===== config.mk =====
export PLATFORM = sky130hd
export DESIGN_NAME = ones_count_frame_loader
export DESIGN_NICKNAME = d
export VERILOG_FILES = /design/src/rtl/ones_count_frame_loader.sv
export SDC_FILE = /design/constraint.sdc
export NUM_CORES = 1
export LEC_CHECK = 0
export BUFFER_PORTS_ARGS = -buffer_cell sky130_fd_sc_hd__buf_4
export CAP_MARGIN = 10
export CELL_PAD_IN_SITES_DETAIL_PLACEMENT = 1
export CELL_PAD_IN_SITES_GLOBAL_PLACEMENT = 1
export CORE_UTILIZATION = 40
export CTS_CLUSTER_SIZE = 20
export DETAILED_ROUTE_END_ITERATION = 10
export PLACE_DENSITY = 0.9
export SYNTH_ARGS = -nofsm -noshare
export SYNTH_HDL_FRONTEND = slang
export SYNTH_SLANG_ARGS = --single-unit

===== constraint.sdc =====
create_clock -name clk -period 4.35 [get_ports clk]
set_input_delay 0 -clock clk [delete_from_list [all_inputs] [get_ports clk]]
set_output_delay 0 -clock clk [all_outputs]
set_load 0.01 [all_outputs]

===== src/rtl/ones_count_frame_loader.sv =====
// Serial-to-parallel frame loader and result sampler for a 127-bit ones counter.
// Holds the frame on the counter input and samples the count after a fixed settle time.
module ones_count_frame_loader #(
    parameter int WIDTH  = 127,
    parameter int CNT_W  = 7,
    parameter int SETTLE = 8
) (
    input  logic             clk,
    input  logic             rst_n,
    input  logic             clear,
    input  logic             bit_in,
    input  logic             bit_valid,
    output logic             bit_ready,
    output logic [WIDTH-1:0] vec_out,
    input  logic [CNT_W-1:0] cnt_in,
    output logic [CNT_W-1:0] count_out,
    output logic             count_valid,
    input  logic             count_ready,
    output logic             mismatch,
    output logic             busy
);
    localparam int IDX_W = $clog2(WIDTH);
    localparam logic [7:0] TIMER_INIT = 8'(SETTLE - 1);

    typedef enum logic [1:0] {
        ST_LOAD,
        ST_SETTLE,
        ST_HOLD
    } state_t;

    state_t           state_q;
    state_t           state_d;
    logic [IDX_W-1:0] idx;
    logic [CNT_W-1:0] running;
    logic [7:0]       timer;
    logic             accept;
    logic             last_bit;

    assign bit_ready = (state_q == ST_LOAD);
    assign busy      = (state_q != ST_LOAD);
    assign accept    = bit_valid && bit_ready;
    assign last_bit  = (idx == IDX_W'(WIDTH - 1));

    // NOTE: every variable driven here gets a default first, so no path can infer a latch.
    always_comb begin
        state_d = state_q;
        case (state_q)
            ST_LOAD:   if (accept && last_bit)           state_d = ST_SETTLE;
            ST_SETTLE: if (timer == 8'd0)                state_d = ST_HOLD;
            ST_HOLD:   if (count_valid && count_ready)   state_d = ST_LOAD;
            default:                                     state_d = ST_LOAD;
        endcase
    end

    // NOTE: sequential state uses non-blocking assignments so every register samples pre-edge values.
    always_ff @(posedge clk) begin
        if (!rst_n || clear) begin
            state_q <= ST_LOAD;
        end else begin
            state_q <= state_d;
        end
    end

    // The frame is a plain register, not a memory, so it is cleared on reset/abort
    // to keep unwritten counter inputs at zero.
    always_ff @(posedge clk) begin
        if (!rst_n || clear) begin
            idx         <= '0;
            running     <= '0;
            timer       <= '0;
            vec_out     <= '0;
            count_out   <= '0;
            count_valid <= 1'b0;
            mismatch    <= 1'b0;
        end else begin
            case (state_q)
                ST_LOAD: begin
                    if (accept) begin
                        vec_out[idx] <= bit_in;
                        running      <= running + {{(CNT_W-1){1'b0}}, bit_in};
                        if (last_bit) begin
                            idx   <= '0;
                            timer <= TIMER_INIT;
                        end else begin
                            idx <= idx + 1'b1;
                        end
                    end
                end
                ST_SETTLE: begin
                    if (timer == 8'd0) begin
                        count_out   <= cnt_in;
                        mismatch    <= (cnt_in != running);
                        count_valid <= 1'b1;
                    end else begin
                        timer <= timer - 8'd1;
                    end
                end
                ST_HOLD: begin
                    // count_out is left as-is; only the valid/flag and frame are retired.
                    if (count_valid && count_ready) begin
                        count_valid <= 1'b0;
                        mismatch    <= 1'b0;
                        vec_out     <= '0;
                        running     <= '0;
                    end
                end
                default: ;
            endcase
        end
    end

endmodule


==> results.md, run 1 <==
* Die Width at 140 µm
* Total GRT Usage at 27.5%
* Vias per cell at 5.99
* TritonRoute pass-1 iters at 5
* Met3 routed wirelength at 1780 µm
* Post-Syn Area at 7570 µm²
* H-tree levels at 4
* Critical Path Sink Type: register
* DRT Wirelength at 26900 µm
* P&R area growth vs syn at 23.4%
* CTS Buf Count at 17
* Final core utilization at 51.1%
* Worst Path Required at 4.69 ns
* Non-Filler Instances at 1251
* PwrDens at 341 nW/µm²
* DRC viols at 0
* Rel. slew slack at 24.1%
* Final period util at 63.2%
* Final Max Slew Viols at 0
* Initial antenna violation count at 0
* Vias in the first global route at 7400
* # rows at 49
* First-pass GRT wire length at 41700 µm
* Post-synthesis sequential area ratio at 42.3%
* Multi-input combinational cell area at 3930 µm²
* Static leakage at 3.26 nW
* Starting Density at 41.4%
* Startpoint class of the critical path: register
* GPL Wtd Cong at 0.786
* Synth Warn # at 0
* Clock buffer depth at 2
* Met2 WL at 13400 µm
* Worst-skew pair later-pin latency at 0.44 ns
* Worst-Margin Slew at 1.13 ns
* CTS tree: yes
* Yosys cell types at 54
* Setup slack at placement at 1.75 ns
* Crit path DAT at 3.09 ns
* Antenna cells at 0
* Largest vdd supply drop at 278 µV
* Root Buffer: clkbuf_16
* Post-CTS setup buffers at 0
* Uppermost routed layer: met4
* Fin area at 9340 µm²
* Die H at 140 µm
* Cell Count Post-Placement at 1211
* Syn_nets at 936
* WL/cell at 21.5 µm
* Endpoints failing hold at 0
* Overall power at 3.18 mW
* Crit Path Class: reg2reg
* Largest net degree at the start of global routing at 94
* Core Region at 18300 µm²
* Routed met1 length at 11300 µm
* DP Area at 8640 µm²
* # resized after CTS at 0
* Final Critical Period at 2.75 ns
* Die area at 19500 µm²
* # fillers at 2201
* Avg Inst Size Synth at 8.25 µm²
* Nets@finish at 1029
* CTS Sinks at 160
* FF+latch area at 3200 µm²
* Fmax at 364 MHz
* Iteration-0 DRC Markers at 597
* RSZ-0062 raised after global routing: no
* Total global routing overflow at 0
* Final TNS setup at 0 ns
* Synth Instances at 917
* Port Buffers at 150
* I/O pin cnt at 151
* Layout cells sized above 1 at 22.5%
* Yosys reg bits at 160
* Clock transition at the registers of the reported paths at 0.07 ns
* Hold WS at 0.0282 ns
* Routed Antenna Nets at 0
* Status: finished clean
* Final setup vio count at 0
* Fin Clk Skew at 0.00989 ns
* Dpl hpwl at 16700 µm
* Via count at 7496
* Final WS setup at 1.60 ns
* Hold Path Class: in2reg
* Max-cap violation count at 0
* Crit Path Max Fanout at 19
==> final cells by class <==
class	count	area share, %
repair buffers	167	13.8
well taps	229	3.07
clock inverters	10	1.45
multi-input cells	656	42.1
clock buffers	21	5.04
flip-flops and latches	160	34.3
inverters	8	0.321
==> report_power, final <==
part           switching, mW  leakage, nW  internal, mW
Combinational         0.0909         1.68        0.0302
Sequential           0.00606         1.29          1.47
Clock                  0.646        0.287         0.942
==> layout by cell type, fill, tap and decap left out, types with 2 or more instances in the layout <==
cell type      count
bufinv_16          3
inv_1              8
nor2_1            32
or2_2              2
nor3_2             8
nand3_1           63
clkbuf_8           3
nand2b_1           6
nor4bb_2           4
a31oi_1            2
nor3_1             2
nand2_1           94
and4b_1            4
o21ai_1            2
a22oi_1            2
clkbuf_16         17
nor2b_1           11
dfxtp_1          160
xnor2_1            9
ha_1               6
and3_1             4
a2111oi_4          3
a211oi_2           2
and3b_1            3
clkinv_2           3
a21oi_1          201
a211oi_1           4
xor2_1            11
o211ai_1          53
nand2b_4           4
nor3b_2            4
nand4_1            9
clkinvlp_4         4
and4_1             2
a2111oi_2          2
buf_4            158
mux2i_1           13
dlygate4sd3_1      8
o21ai_0           73
or3b_2             2
==> state kept, by name, summed over array words and instances (netlist names) <==
register / count
running: 7
timer: 8
count_out: 7
mismatch: 1
idx: 7
state_q: 2
count_valid: 1
vec_out: 127
==> worst max-delay path: stages (launching register included) <==
cell,delay (ns)
dfxtp_1,0.54
nor3_2,0.88
nor2b_1,0.84
nand2_1,0.19
a21oi_1,0.21
==> cell usage after synthesis, drive strengths merged <==
library cell	instances	share of area, %
a2111oi	5	1.5
a211oi	6	0.73
a21boi	1	0.15
a21o	2	0.20
a21oi	201	13
a221oi	1	0.12
a22oi	2	0.20
a31oi	2	0.17
a41o	1	0.13
and3	4	0.33
and3b	3	0.35
and4	2	0.23
and4b	4	0.53
buf	47	3.7
clkbuf	46	2.3
dfxtp	160	42
ha	6	0.99
inv	8	0.40
mux2i	13	1.7
nand2	94	4.7
nand2b	10	1.1
nand3	65	4.5
nand4	9	0.74
nand4bb	1	0.15
nor2	32	1.6
nor2b	13	1.1
nor3	10	1.2
nor3b	6	1.0
nor4	2	0.36
nor4b	1	0.31
nor4bb	4	0.53
o211a	1	0.13
o211ai	54	5.4
o21ai	75	5.0
o31ai	1	0.099
or2	2	0.17
or3b	2	0.23
or4b	1	0.13
xnor2	9	1.0
xor2	11	1.3
==> cells by family (layout without fill, tap and decap cells) <==
group / Yosys count / in the layout / share of synthesized area (%)
AO/OA/AOI/OAI: 352 / 352 / 27.1
AND/OR/NAND/NOR: 265 / 265 / 19.2
buffers and inverters: 101 / 206 / 6.38
flip-flops: 160 / 160 / 42.3
XOR/XNOR: 20 / 20 / 2.31
multiplexers: 13 / 13 / 1.72
adder cells (fa/ha/maj): 6 / 6 / 0.992
==> final timing paths <==
| kind | cells past startpoint | to | startpoint | slack (ns) |
|---|---|---|---|---|
| min | 4 | vec_out[121] | clear | 0.03 |
| max | 4 | vec_out[80] | idx[0] | 1.60 |
| min reg2reg | 2 | vec_out[87] | vec_out[87] | 0.48 |
| max reg2reg | 4 | vec_out[80] | idx[0] | 1.60 |
==> per-layer routing <==
| layer | vias to the layer above | track usage [%] |
|---|---|---|
| met2 | 270 | 47.4 |
| met1 | 3724 | 33.8 |
| met4 | 0 | 8.44 |
| met3 | 39 | 6.61 |
| li1 | 3463 | - |
| met5 | - | 0 |
==> repair_timing <==
| item | CTS | global route |
|---|---|---|
| endpoints found under the hold margin | 8 | 0 |
| hold buffers | 8 | 0 |
| endpoints found under the setup margin | 0 | 0 |
Power figures use the tool's default switching activity.
==> inputs of run 2 (changes only) <==
--- a/config.mk
+++ b/config.mk
@@ -5,11 +5,12 @@
 export SDC_FILE = /design/constraint.sdc
 export NUM_CORES = 1
 export LEC_CHECK = 0
+export ABC_AREA = 1
 export BUFFER_PORTS_ARGS = -buffer_cell sky130_fd_sc_hd__buf_4
 export CAP_MARGIN = 10
 export CELL_PAD_IN_SITES_DETAIL_PLACEMENT = 1
 export CELL_PAD_IN_SITES_GLOBAL_PLACEMENT = 1
-export CORE_UTILIZATION = 40
+export CORE_UTILIZATION = 38
 export CTS_CLUSTER_SIZE = 20
 export DETAILED_ROUTE_END_ITERATION = 10
 export PLACE_DENSITY = 0.9
==> constraint.sdc (replaced) <==
create_clock -name clk -period 2.7 [get_ports clk]
set_input_delay 0 -clock clk [delete_from_list [all_inputs] [get_ports clk]]
set_output_delay 0 -clock clk [all_outputs]
set_load 0.01 [all_outputs]
==> run 2 against run 1 <==
Compared with the run above: critical path depth rose by 5; hold slack better by 0.0030 ns; core utilization decreased by 1.4 points; worst setup slack lost 0.94 ns; first-iteration DRC count shrank 8.4%; highest routed layer unchanged; cell count up 22%; sequential power grew 61%; clock skew increased by 0.0020 ns; synthesized cell count is 23% higher; maximum frequency grew 35%; clock-buffer cell count decreased by 1; power rose by 57%.
==> results.md, run 2 <==
* Die Width at 142 µm
* P&R area growth vs syn at 26.9%
* GR Layer Usage met2 at 44.4%
* Post-synthesis sequential area ratio at 43.3%
* Total GRT Usage at 25.8%
* WL/cell at 16.7 µm
* Iteration-0 DRC Markers at 547
* H-tree levels at 4
* Largest net degree at the start of global routing at 75
* Final setup vio count at 0
* CTS Buf Count at 17
* Crit path DAT at 2.36 ns
* Nets@finish at 1271
* Most frequent cells in the layout: nand2_1 (331), nor2_1 (194), dfxtp_1 (160), buf_4 (160), a21oi_1 (143)
* Hold endpoint: idx[0]
* Commonest non-fill, non-tap cell in the layout: nand2_1
* Final core utilization at 49.7%
* RSZ-0062 raised after global routing: no
* Critical path depth in cells at 9
* Crit-path cells: inv_1 -> ha_1 -> nand2_1 -> nand3b_1 -> nor2_1 -> nor2_1 -> nor2_1 -> nor2_1 -> nor2_1
* Port Buffers at 150
* Starting Density at 39.2%
* TritonRoute pass-1 iters at 4
* Syn_nets at 1144
* Max reg flops at 127
* Static leakage at 3.42 nW
* Top cells by area, synth: dfxtp_1 (43%), nand2_1 (17%), nor2_1 (9.9%)
* Cells on worst reg2reg path at 9
* # rows at 50
* Fin Clk Skew at 0.0119 ns
* Fmax at 491 MHz
* Worst Path Required at 3.02 ns
* Met1 Use GR at 31.8%
* Flop2flop setup slack at 0.66 ns
* Layout cells sized above 1 at 16.2%
* Slowest stage delay, CP at 0.51 ns
* Avg Inst Size Synth at 6.58 µm²
* Synth Instances at 1125
* Post-Syn Area at 7400 µm²
* R2R Path End: timer[7]
* Hold Path Class: in2reg
* Clock transition at the registers of the reported paths at 0.06 ns
* I/O pin cnt at 151
* Number of synthesized flops with an enable pin at 0
* Startpoint class of the critical path: register
* DRT Wirelength at 25500 µm
* CTS Sinks at 160
* First-pass GRT wire length at 40600 µm
* Max-cap violation count at 0
* Worst-Margin Slew at 0.795 ns
* Global route hottest layer: met2
* Yosys top cell area share at 43.3%
* Antenna cells at 0
* Most flops, register: vec_out
* DRC viols at 0
* Die area at 20000 µm²
* Post-synth ARST share at 0%
* Final Critical Period at 2.04 ns
* Die H at 142 µm
* Status: finished clean
* Yosys top cell by area: dfxtp_1
* Post-CTS setup buffers at 0
* Critical Path Sink Type: register
* Worst Path Buf+Inv at 1
* Hold path depth at 4
* Final Max Slew Viols at 0
* Vias per cell at 5.18
* Top Registers: vec_out: 127 flops, timer: 8 flops
* Hold Crit Start: bit_valid
* Crit Path Max Fanout at 8
* Yosys reg bits at 160
* Crit path max-delay family: simple AND/OR/NAND/NOR gates
* Most common cell in the netlist: nand2_1
* CP most frequent cell: nor2_1
* Root Buffer: clkbuf_16
* GPL Wtd Cong at 0.839
* RR Startpoint: idx[0]
* Clock buffer depth at 2
* Via count at 7899
* Synth Warn # at 0
* Dpl hpwl at 16500 µm
* Final TNS setup at 0 ns
* Post-synth top flop: dfxtp_1
* Most frequent cells after synthesis: nand2_1 (331), nor2_1 (196), dfxtp_1 (160)
* Endpoints failing hold at 0
* Worst-skew pair later-pin latency at 0.44 ns
* Total global routing overflow at 0
* Final period util at 75.5%
* Slowest-stage cell, CP: nor2_1
* Vias in the first global route at 7926
* Crit Path Class: reg2reg
* Met3 Resource Use GR at 5.74%
* CTS tree: yes
* Core Region at 18900 µm²
* Yosys cell types at 28
* Initial antenna violation count at 0
* Rel. slew slack at 46.9%
* PwrDens at 532 nW/µm²
* Largest vdd supply drop at 471 µV
* Routed Antenna Nets at 0
run 2: worst max path at each step:
| stage | start | end | slack [ns] |
|---|---|---|---|
| after global placement | idx[0] | timer[7] | 0.76 |
| after detailed placement | idx[0] | timer[7] | 0.68 |
| after global routing | idx[0] | timer[7] | 0.48 |
| after CTS | idx[0] | timer[7] | 0.64 |
| after floorplan | idx[0] | timer[7] | 1.15 |
| final | idx[0] | timer[7] | 0.66 |
run 2: layout make-up:
cell class                 count  area, µm²
inverter                      45        169
multi-input combinational    856       3760
sequential                   160       3200
clock buffer                  20        437
clock inverter                12        138
tap                          260        325
timing repair buffer         172       1360
fill                        2529       9500
run 2: cell families (layout without fill, tap and decap cells):
family / Yosys count / in the layout / synth area share [%]
and+or+nand+nor: 569 / 569 / 29.9
buffers and inverters: 109 / 249 / 6.30
DFF: 160 / 160 / 43.3
adders and majority gates: 6 / 6 / 1.01
AOI/OAI and AO/OA: 272 / 272 / 18.5
xor gates and xnor gates: 9 / 9 / 1.06
run 2: timing repair:
item                                   CTS  global route
endpoints found under the hold margin    9             0
gates resized for setup                  0             0
hold buffers                             8             0
run 2: routing by layer:
metal,wire length (µm),share of wire [%]
met5,0,0
met4,456,1.8
met3,1320,5.2
met2,12400,49
met1,11300,44
run 2: power breakdown:
group	internal, mW	switching (mW)
sequential	2.36	0.00396
combinational	0.0623	0.156
clock	1.37	1.05
run 2: metrics by stage:
stage	cells	total power, mW	area [µm²]	worst slack [ns]	hold WS (ns)
after CTS	1525	5.03	9390	0.639	0.0152
after global placement	1485	2.62	8740	0.760	0.274
after floorplan	1125	2.55	7400	1.15	0.167
final	1525	5.00	9390	0.662	0.0312
after global routing	1525	5.14	9390	0.481	0.0587
after detailed placement	1485	2.63	8740	0.676	0.286
run 2: worst register-to-register path, stage by stage (launching register included):
cell and delay [ns]:
dfxtp_1 0.45, inv_1 0.16, ha_1 0.23, nand2_1 0.06, nand3b_1 0.13, nor2_1 0.08, nor2_1 0.51, nor2_1 0.14
nor2_1 0.13, nor2_1 0.05
